[config.mk]
export PLATFORM = sky130hd
export DESIGN_NAME = fpu_config_loader_flat
export DESIGN_NICKNAME = d
export VERILOG_FILES = /design/src/rtl/fpu_config_loader_if.sv /design/src/rtl/fpu_config_loader.sv /design/src/flat_wrapper.sv
export SDC_FILE = /design/constraint.sdc
export NUM_CORES = 1
export LEC_CHECK = 0
export CAP_MARGIN = 5
export CORE_AREA = 10 10 281 283
export CTS_CLUSTER_DIAMETER = 200
export DETAILED_ROUTE_END_ITERATION = 10
export DIE_AREA = 0 0 291 293
export MAX_ROUTING_LAYER = met4
export SLEW_MARGIN = 10
export SYNTH_ARGS = -nofsm -noshare
export SYNTH_HDL_FRONTEND = slang
export SYNTH_SLANG_ARGS = --single-unit
[constraint.sdc]
create_clock -name clk -period 34.8 [get_ports clk]
set_input_delay 6.96 -clock clk [delete_from_list [all_inputs] [get_ports clk]]
set_output_delay 6.96 -clock clk [all_outputs]
set_load 0.03 [all_outputs]
[src/rtl/fpu_config_loader_if.sv]
// -----------------------------------------------------------------------------
// fpu_config_loader_if
// Memory read channel between the configuration loader and the line-wide
// memory port. The loader holds the request (and a stable line-aligned
// address) until the memory answers with one cycle of valid data.
//
// Signals:
//   mapped_data_request  loader -> mem  read request
//   address_mem          loader -> mem  line-aligned byte address
//   mapped_data_valid    mem -> loader  read data valid (one cycle per line)
//   data_mem             mem -> loader  read data, DATA_W bits
//
// Modports: master (loader side), slave (memory side).
// -----------------------------------------------------------------------------
interface fpu_config_loader_if #(
  parameter int DATA_W = 512,
  parameter int ADDR_W = 32
);
  logic              mapped_data_request;
  logic [ADDR_W-1:0] address_mem;
  logic              mapped_data_valid;
  logic [DATA_W-1:0] data_mem;

  modport master (
    output mapped_data_request,
    output address_mem,
    input  mapped_data_valid,
    input  data_mem
  );

  modport slave (
    input  mapped_data_request,
    input  address_mem,
    output mapped_data_valid,
    output data_mem
  );
endinterface

[src/rtl/fpu_config_loader.sv]
// -----------------------------------------------------------------------------
// fpu_config_loader
// Fetches a multi-line configuration record from memory on a start pulse,
// unpacks image geometry, source/result addresses and NUM_CH KxK signed 8-bit
// kernels, optionally validates them, and commits them to output registers.
//
// Optional feature macro: FPU_CFG_CHECK_EN
//   defined   -> the CHECK state flags width<K, height<K and addresses that
//                are not 4-byte aligned; a failing record is not committed.
//   undefined -> CHECK still takes one cycle, config_error stays 0 and every
//                load commits.
//
// Ports:
//   clk, rst            clock, asynchronous active-high reset
//   load_config_start   single-cycle start request (ignored unless idle)
//   config_address      record byte address; low log2(DATA_W/8) bits ignored
//   mem                 memory read channel (fpu_config_loader_if.master)
//   load_config_done    one-cycle completion pulse
//   config_error        last load failed validation; cleared by next start
//   busy                accepted start .. done pulse inclusive
//   image_width/height  committed image geometry
//   start_address       committed source address
//   result_address      committed result address
//   filter              committed coefficients, coef i at [8i+7:8i],
//                       i = ch*K*K + row*K + col
// -----------------------------------------------------------------------------
module fpu_config_loader #(
  parameter int DATA_W = 512,
  parameter int ADDR_W = 32,
  parameter int K      = 3,
  parameter int NUM_CH = 1
) (
  input  logic                       clk,
  input  logic                       rst,
  input  logic                       load_config_start,
  input  logic [ADDR_W-1:0]          config_address,
  fpu_config_loader_if.master        mem,
  output logic                       load_config_done,
  output logic                       config_error,
  output logic                       busy,
  output logic [15:0]                image_width,
  output logic [15:0]                image_height,
  output logic [ADDR_W-1:0]          start_address,
  output logic [ADDR_W-1:0]          result_address,
  output logic [NUM_CH*K*K*8-1:0]    filter
);

  localparam int FILT_W     = NUM_CH * K * K * 8;
  localparam int NUM_LINES  = (128 + FILT_W + DATA_W - 1) / DATA_W;
  localparam int CNT_W      = $clog2(NUM_LINES + 1);
  localparam int LINE_BYTES = DATA_W / 8;
  localparam int OFF_W      = $clog2(LINE_BYTES);
  localparam int STAGE_W    = NUM_LINES * DATA_W;

  typedef enum logic [1:0] {
    IDLE  = 2'd0,
    REQ   = 2'd1,
    CHECK = 2'd2,
    DONE  = 2'd3
  } state_t;

  state_t              state_r, state_nxt_s;
  logic [CNT_W-1:0]    line_cnt_r, cnt_nxt_s;
  logic [ADDR_W-1:0]   addr_r, addr_nxt_s;
  logic                req_r, req_nxt_s;
  logic                done_r, done_nxt_s;
  logic                busy_r, busy_nxt_s;
  logic                err_r, err_nxt_s;
  logic [STAGE_W-1:0]  staging_r;

  logic [ADDR_W-1:0]   base_s;
  logic                last_line_s;
  logic                capture_s;
  logic                check_fail_s;
  logic                commit_s;
  logic [15:0]         rec_width_s;
  logic [15:0]         rec_height_s;
  logic [31:0]         rec_start_s;
  logic [31:0]         rec_result_s;
  logic                unused_s;

`ifdef FPU_CFG_CHECK_EN
  // Record is rejected if the image is smaller than one kernel or if either
  // buffer address is not word aligned.
  function automatic logic cfg_invalid(input logic [15:0] w, input logic [15:0] h,
                                       input logic [31:0] sa, input logic [31:0] ra);
    cfg_invalid = (w < 16'(K)) || (h < 16'(K)) ||
                  (sa[1:0] != 2'b00) || (ra[1:0] != 2'b00);
  endfunction
`endif

  assign base_s       = {config_address[ADDR_W-1:OFF_W], {OFF_W{1'b0}}};
  assign last_line_s  = (line_cnt_r == CNT_W'(NUM_LINES - 1));
  assign capture_s    = (state_r == REQ) && mem.mapped_data_valid;
  assign rec_width_s  = staging_r[15:0];
  assign rec_height_s = staging_r[31:16];
  assign rec_start_s  = staging_r[63:32];
  assign rec_result_s = staging_r[95:64];
`ifdef FPU_CFG_CHECK_EN
  assign check_fail_s = cfg_invalid(rec_width_s, rec_height_s, rec_start_s, rec_result_s);
`else
  assign check_fail_s = 1'b0;
`endif
  assign commit_s     = (state_r == CHECK) && !check_fail_s;
  // Reserved field and line padding are fetched but never consumed.
  assign unused_s     = ^staging_r;

  assign mem.mapped_data_request = req_r;
  assign mem.address_mem         = addr_r;
  assign load_config_done        = done_r;
  assign busy                    = busy_r;
  assign config_error            = err_r;

  // State register.
  always_ff @(posedge clk or posedge rst) begin
    if (rst) begin
      state_r <= IDLE;
    end else begin
      state_r <= state_nxt_s;
    end
  end

  // Next-state logic; REQ repeats once per fetched line.
  always_comb begin
    state_nxt_s = state_r;
    case (state_r)
      IDLE:    if (load_config_start) state_nxt_s = REQ; else state_nxt_s = IDLE;
      REQ:     if (capture_s && last_line_s) state_nxt_s = CHECK; else state_nxt_s = REQ;
      CHECK:   state_nxt_s = DONE;
      DONE:    state_nxt_s = IDLE;
      default: state_nxt_s = IDLE;
    endcase
  end

  // Output logic: next values of the registered handshake/status outputs.
  always_comb begin
    req_nxt_s  = 1'b0;
    addr_nxt_s = addr_r;
    cnt_nxt_s  = line_cnt_r;
    done_nxt_s = 1'b0;
    busy_nxt_s = 1'b0;
    err_nxt_s  = err_r;
    case (state_r)
      IDLE: begin
        if (load_config_start) begin
          req_nxt_s  = 1'b1;
          addr_nxt_s = base_s;
          cnt_nxt_s  = {CNT_W{1'b0}};
          busy_nxt_s = 1'b1;
          err_nxt_s  = 1'b0;
        end else begin
          req_nxt_s  = 1'b0;
          busy_nxt_s = 1'b0;
        end
      end
      REQ: begin
        busy_nxt_s = 1'b1;
        if (capture_s && last_line_s) begin
          req_nxt_s = 1'b0;
        end else if (capture_s) begin
          req_nxt_s  = 1'b1;
          addr_nxt_s = addr_r + ADDR_W'(LINE_BYTES);
          cnt_nxt_s  = line_cnt_r + CNT_W'(1);
        end else begin
          req_nxt_s = 1'b1;
        end
      end
      CHECK: begin
        done_nxt_s = 1'b1;
        busy_nxt_s = 1'b1;
        err_nxt_s  = check_fail_s;
      end
      DONE: begin
        busy_nxt_s = 1'b0;
      end
      default: begin
        busy_nxt_s = 1'b0;
      end
    endcase
  end

  // Registered outputs, line staging and commit of the validated record.
  always_ff @(posedge clk or posedge rst) begin
    if (rst) begin
      req_r          <= 1'b0;
      addr_r         <= {ADDR_W{1'b0}};
      line_cnt_r     <= {CNT_W{1'b0}};
      done_r         <= 1'b0;
      busy_r         <= 1'b0;
      err_r          <= 1'b0;
      staging_r      <= {STAGE_W{1'b0}};
      image_width    <= 16'd0;
      image_height   <= 16'd0;
      start_address  <= {ADDR_W{1'b0}};
      result_address <= {ADDR_W{1'b0}};
      filter         <= {FILT_W{1'b0}};
    end else begin
      req_r      <= req_nxt_s;
      addr_r     <= addr_nxt_s;
      line_cnt_r <= cnt_nxt_s;
      done_r     <= done_nxt_s;
      busy_r     <= busy_nxt_s;
      err_r      <= err_nxt_s;
      if (capture_s) begin
        staging_r[line_cnt_r*DATA_W +: DATA_W] <= mem.data_mem;
      end
      // Commit lands on the same edge that raises done.
      if (commit_s) begin
        image_width    <= rec_width_s;
        image_height   <= rec_height_s;
        start_address  <= ADDR_W'(rec_start_s);
        result_address <= ADDR_W'(rec_result_s);
        filter         <= staging_r[128 +: FILT_W];
      end
    end
  end

endmodule

[src/flat_wrapper.sv]
// flat-port wrapper written by rule: the top's interface ports become plain ports
module fpu_config_loader_flat 
#(
  parameter int DATA_W = 512,
  parameter int ADDR_W = 32,
  parameter int K      = 3,
  parameter int NUM_CH = 1
)
  (clk, rst, load_config_start, config_address, load_config_done, config_error, busy, image_width, image_height, start_address, result_address, filter, mem_mapped_data_request, mem_address_mem, mem_mapped_data_valid, mem_data_mem);
  fpu_config_loader_if #(.DATA_W(DATA_W), .ADDR_W(ADDR_W)) mem_i ();
  input  logic clk;
  input  logic rst;
  input  logic load_config_start;
  input  logic [ADDR_W-1:0] config_address;
  output logic load_config_done;
  output logic config_error;
  output logic busy;
  output logic [15:0] image_width;
  output logic [15:0] image_height;
  output logic [ADDR_W-1:0] start_address;
  output logic [ADDR_W-1:0] result_address;
  output logic [NUM_CH*K*K*8-1:0] filter;
  output wire logic [$bits(mem_i.mapped_data_request)-1:0] mem_mapped_data_request;
  output wire logic [$bits(mem_i.address_mem)-1:0] mem_address_mem;
  input wire logic [$bits(mem_i.mapped_data_valid)-1:0] mem_mapped_data_valid;
  input wire logic [$bits(mem_i.data_mem)-1:0] mem_data_mem;
  assign mem_mapped_data_request = mem_i.mapped_data_request;
  assign mem_address_mem = mem_i.address_mem;
  assign mem_i.mapped_data_valid = mem_mapped_data_valid;
  assign mem_i.data_mem = mem_data_mem;
  fpu_config_loader #(.DATA_W(DATA_W), .ADDR_W(ADDR_W), .K(K), .NUM_CH(NUM_CH)) u_core (.clk(clk), .rst(rst), .load_config_start(load_config_start), .config_address(config_address), .mem(mem_i), .load_config_done(load_config_done), .config_error(config_error), .busy(busy), .image_width(image_width), .image_height(image_height), .start_address(start_address), .result_address(result_address), .filter(filter));
endmodule
After elaboration in Yosys (flattened, before gate mapping)
Cells that the tools add are included.
{ "totals": {"out_inout_bits": 204, "word_cells": 51, "ff_bits": 719} }
{ "op_classes": {"bitwise": 1, "n_reduce_logical": 8, "n_addsub": 3, "shift": 2, "mux": 18, "n_eq_ne": 6} }
{ "ops": {"columns": ["op", "n"], "rows": [
  ["512-bit bitwise mux", 1],
  ["512-bit by 34-bit variable shift with 512-bit output (first input constant)", 1],
  ["512-bit by 34-bit variable part select with 512-bit output", 1],
  ["32-bit 2-to-1 mux", 3],
  ["32-bit case mux with 2 select lines", 1],
  ["10-bit negation with 34-bit output", 1],
  ["32-bit by 7-bit adder with 32-bit output (second input constant)", 1],
  ["2-bit case mux with 4 select lines", 1],
  ["1-bit 2-to-1 mux", 7],
  ["1-bit case mux with 2 select lines", 3],
  ["2-bit == test (second input constant)", 2],
  ["2-bit inequality test (second input constant)", 2],
  ["4-bit AND reduction", 1],
  ["2-bit nonzero test", 2],
  ["1-bit case mux with 3 select lines", 1],
  ["2-bit by 1-bit == test with 1-bit output (second input constant)", 1],
  ["1-bit logical AND", 2],
  ["2-bit logical NOT", 1],
  ["2-bit 2-to-1 mux", 1],
  ["2-bit by 1-bit inequality test with 1-bit output (second input constant)", 1],
  ["2-bit AND reduction", 1],
  ["2-bit OR reduction", 1],
  ["1-bit adder (second input constant)", 1],
  ["1-bit inverter", 1]
]} }

Longest topological paths before layout
{ "logic_depth": {"ltp_word": 5, "ltp_mapped": 8, "mapped_depth_nobuf": 6} }

Worst setup path after synthesis
OpenSTA, ideal clock, no wires.
{ "synth_path": {"path_type": "input to register", "startpoint": "in mem_mapped_data_valid", "endpoint": "reg u_core.staging_r[0]", "arrival_ns": 8.212, "path_slack_ns": 26.464, "stages": 5, "setup_time_ns": 0.125, "cell_sequence": "nand3b_1 > clkbuf_1 > clkbuf_1 > clkbuf_1 > mux2_2"} }
{ "synth_between": {"elab_chain_len": 1} }
{ "synth_rtl": {"columns": ["item", "line_no", "text"], "rows": [
  ["from (decl)", "flat_wrapper.sv:25", "input wire logic [$bits(mem_i.mapped_data_valid)-1:0] mem_mapped_data_valid;"],
  ["1-bit logical AND", "fpu_config_loader.sv:94", "assign capture_s = (state_r == REQ) && mem.mapped_data_valid;"],
  ["to (signal assigned)", "fpu_config_loader.sv:191", "staging_r <= {STAGE_W{1'b0}};"],
  ["to (signal, indexed assignment)", "fpu_config_loader.sv:205", "staging_r[line_cnt_r*DATA_W +: DATA_W] <= mem.data_mem;"],
  ["to (decl)", "fpu_config_loader.sv:69", "logic [STAGE_W-1:0] staging_r;"]
]} }
Every way passes these cells.
A chain may end at the register's enable or synchronous reset.

Final worst setup path
{ "layout_path": {"startpoint": "in mem_mapped_data_valid", "endpoint": "reg u_core.staging_r[15]"} }
The elaborated chain is that of the path after synthesis.

==> reports/metrics.cfg <==
[place]
place_area_sq_um=19400
gp_congestion=0.819
io_buffers=394
dp_hpwl_um=29900

[clocking]
cts_sinks=368
cts_buffers=44
clkTransAtPathRegs_ns=0.06
clock_path_buffers=3
root_buffer=clkbuf_16
cts.repair.resized=0
ctsHoldBuffers=0
post_cts_buffers=0
clock_latency_ns=0.56
htreeDepth=2
cts_tree=built

[routing]
drt_iter0_markers=514
detail_route.wl_per_cell_um=18.0
via_per_inst=4.01
drt-pass1-iter-count=5
route.detailed.drc=0
ant_nets=0
wirelength_um=42400
num_vias=9430

[min_path]
min_to=u_core.staging_r[36]$_DFFE_PP0P_
hold_path_depth=1
hold_start=u_core.staging_r[36]$_DFFE_PP0P_
worstHoldPathType=flip-flop to flip-flop

[synthesis]
synth_top_area_share_pct=63.7
syn_area_sq_um=14500
synth_area_leader_cell=dfrtp_1
ys_ff_latch=368
synth_edf_count=0
syn_inst=949
yosysSeqAreaShare_pct=63.7
yosysWarnings=0
synth.avg_cell_area_sq_um=15.2
yosys.cell_types.count=53
ys_async_sr_fraction_pct=100
synth_area_leaders=dfrtp_1 64%, mux2_2 26%, clkbuf_1 0.99%
ys.flop_type=dfrtp_1

[critical_path]
r2r-end=u_core.staging_r[15]$_DFFE_PP0P_
cp_data_arrival_time_ns=10.01
worst_r2r_startpoint=u_core.state_r[1]$_DFFE_PP0P_
crit_buf_inv=3
cp_slowest_cell=buf_4
critical_path_class=input port to flip-flop
cp.required_ns=35.24
r2r_setup_slack_ns=31.14
cpPeakStageDelay_ns=0.79
critical_path.top_delay_family=buffers and inverters
crit_fanout=63
start_kind=input port
reg2reg_depth=7
critPathMostFrequentCell=buf_4
crit_chain=clkdlybuf4s50_1, nand3b_1, buf_4, buf_4, mux2_2
endpoint_kind=flip-flop

[global_routing]
grt_use_total_pct=9.84
grt_antenna_before_repair=3
overflow=0
busiest_layer=met2
met2_usage_pct=15.7
grt_start_max_net_pins=124
grt_pass1_wl_um=64600
met3_usage_pct=4.60
grt.met1_usage_pct=11.1
grt_pass1_vias=10500

[timing]
timing.fmax_mhz=105
maxSlewViolCount=0
fin_crit_sh_pct=27.5
fin_setup_tns_ns=0
rsz0062_at_grt=no
tightest_slew_ns=1.03
period_minus_slack_ns=9.56
hold_viol_final=0
relSlewSlack_pct=31.6
skew_ns=0.0155
setup_viol=0

[power]
leakagePower_nw=8.36
irDropWorstVdd_uv=55.4
p_per_area_nw_per_um2=104
total_power_mw=2.17

[finish]
multi_input_area_sq_um=4960
regArea_sq_um=9210
fin_nets=1898
drive_gt1_share_pct=31.2
design_area_sq_um=20900
nFillCells=7425
syn_to_final_growth_pct=44.5

[outcome]
status=completed

[die]
start_util_pct=19.7
chipHeight_um=293
rows=100
die_x_um=291
fp.dieArea_sq_um=85300
core-area_sq_um=73600
io_pins=752

[run]
drv_cap=0

==> sequential cells by signal, indices dropped and copies added (netlist names) <==
signal / cells
u_core.load_config_done: 1
u_core.start_address: 32
u_core.image_width: 16
u_core.busy: 1
u_core.mem.address_mem: 26
u_core.state_r: 2
u_core.image_height: 16
u_core.filter: 72
u_core.staging_r: 168
u_core.line_cnt_r: 1
u_core.result_address: 32
u_core.mem.mapped_data_request: 1
==> report_power, final <==
| group | total (mW) | internal (mW) | switching [mW] |
|---|---|---|---|
| combinational | 0.942 | 0.450 | 0.492 |
| clock | 0.453 | 0.264 | 0.189 |
| sequential | 0.773 | 0.648 | 0.125 |
| total | 2.17 | 1.36 | 0.807 |
==> per-layer routing <==
layer	up-vias	wire, um
met4	0	894
met3	65	4510
met5	-	0
li1	4219	-
met1	4774	17000
met2	372	20100
==> cells in the mapped netlist (all sizes together) (2+ instances only) <==
master / count
ha: 4
o21ai: 9
a21oi: 15
mux2i: 11
nand3: 11
mux2: 337
buf: 21
and2: 2
nand3b: 2
a41oi: 3
a211oi: 5
nor2: 9
a22oi: 3
dfrtp: 368
nand2: 19
and3: 3
a31oi: 2
o22ai: 16
nand4: 10
a311oi: 2
nand2b: 2
a21o: 2
nor4: 11
a31o: 2
o21bai: 2
inv: 9
clkbuf: 39
nor3: 11
and4: 3
==> cells by family after synthesis <==
kind of cell    Yosys count  synth area share, %
compound gates           72                 3.37
buf+inv                  69                 2.24
mux                     348                 27.0
flops                   368                 63.7
other cells               1               0.0259
simple gates             87                 3.32
fa+ha+maj                 4                0.346
==> through the flow <==
step                std cells  util (%)  hold slack, ns  setup WS, ns
global placement         2269      26.4           0.480         24.63
detailed placement       2269      26.4           0.486         24.61
global route             2352      28.4           0.510         25.03
CTS                      2350      28.4           0.499         25.23
finish                   2352      28.4           0.498         25.24
floorplan                 955         -           0.474         17.62
==> how the worst max path moves through the flow <==
| stage | from | to | depth (start not counted) |
|---|---|---|---|
| global route | rst | u_core.staging_r[186]$_DFFE_PP0P_ | 4 |
| CTS | mem_mapped_data_valid | u_core.staging_r[69]$_DFFE_PP0P_ | 5 |
| finish | mem_mapped_data_valid | u_core.staging_r[15]$_DFFE_PP0P_ | 5 |
| detailed placement | mem_mapped_data_valid | u_core.staging_r[49]$_DFFE_PP0P_ | 5 |
| global placement | mem_mapped_data_valid | u_core.staging_r[163]$_DFFE_PP0P_ | 5 |
| floorplan | rst | u_core.busy$_DFF_PP0_ | 1 |
==> worst register-to-register path, delay by kind of cell (launching register included) <==
kind | cells | cell delay, ns
mux | 1 | 0.52
buf+inv | 4 | 1.77
flops | 1 | 0.38
fa+ha+maj | 1 | 0.19
simple gates | 1 | 0.66
==> layout make-up <==
cell class	instances	share of cell area, %
Timing Repair Buffer	405	19.3
Inverter	9	0.198
Clock inverter	22	1.07
Multi-Input combinational cell	518	23.7
Clock buffer	59	5.83
Tap cell	969	5.80
Antenna cell	2	0.0240
Sequential cell	368	44.1
==> layout by cell type, fill, tap and decap left out, types with 7 or more instances in the layout <==
| cell | Yosys | routed |
|---|---|---|
| nand3_1 | 11 | 11 |
| o22ai_1 | 16 | 16 |
| nand4_1 | 9 | 9 |
| o21ai_0 | 9 | 9 |
| mux2i_1 | 11 | 11 |
| nor4_1 | 11 | 11 |
| clkdlybuf4s50_1 | 0 | 394 |
| buf_4 | 9 | 11 |
| clkbuf_16 | 0 | 44 |
| dfrtp_1 | 368 | 368 |
| nand2_1 | 17 | 17 |
| nor2_1 | 9 | 9 |
| clkbuf_1 | 38 | 9 |
| nor3_1 | 11 | 11 |
| inv_1 | 9 | 8 |
| conb_1 | 1 | 7 |
| a21oi_1 | 15 | 15 |
| mux2_2 | 337 | 337 |
No activity file was read; power rests on OpenSTA's default activity.
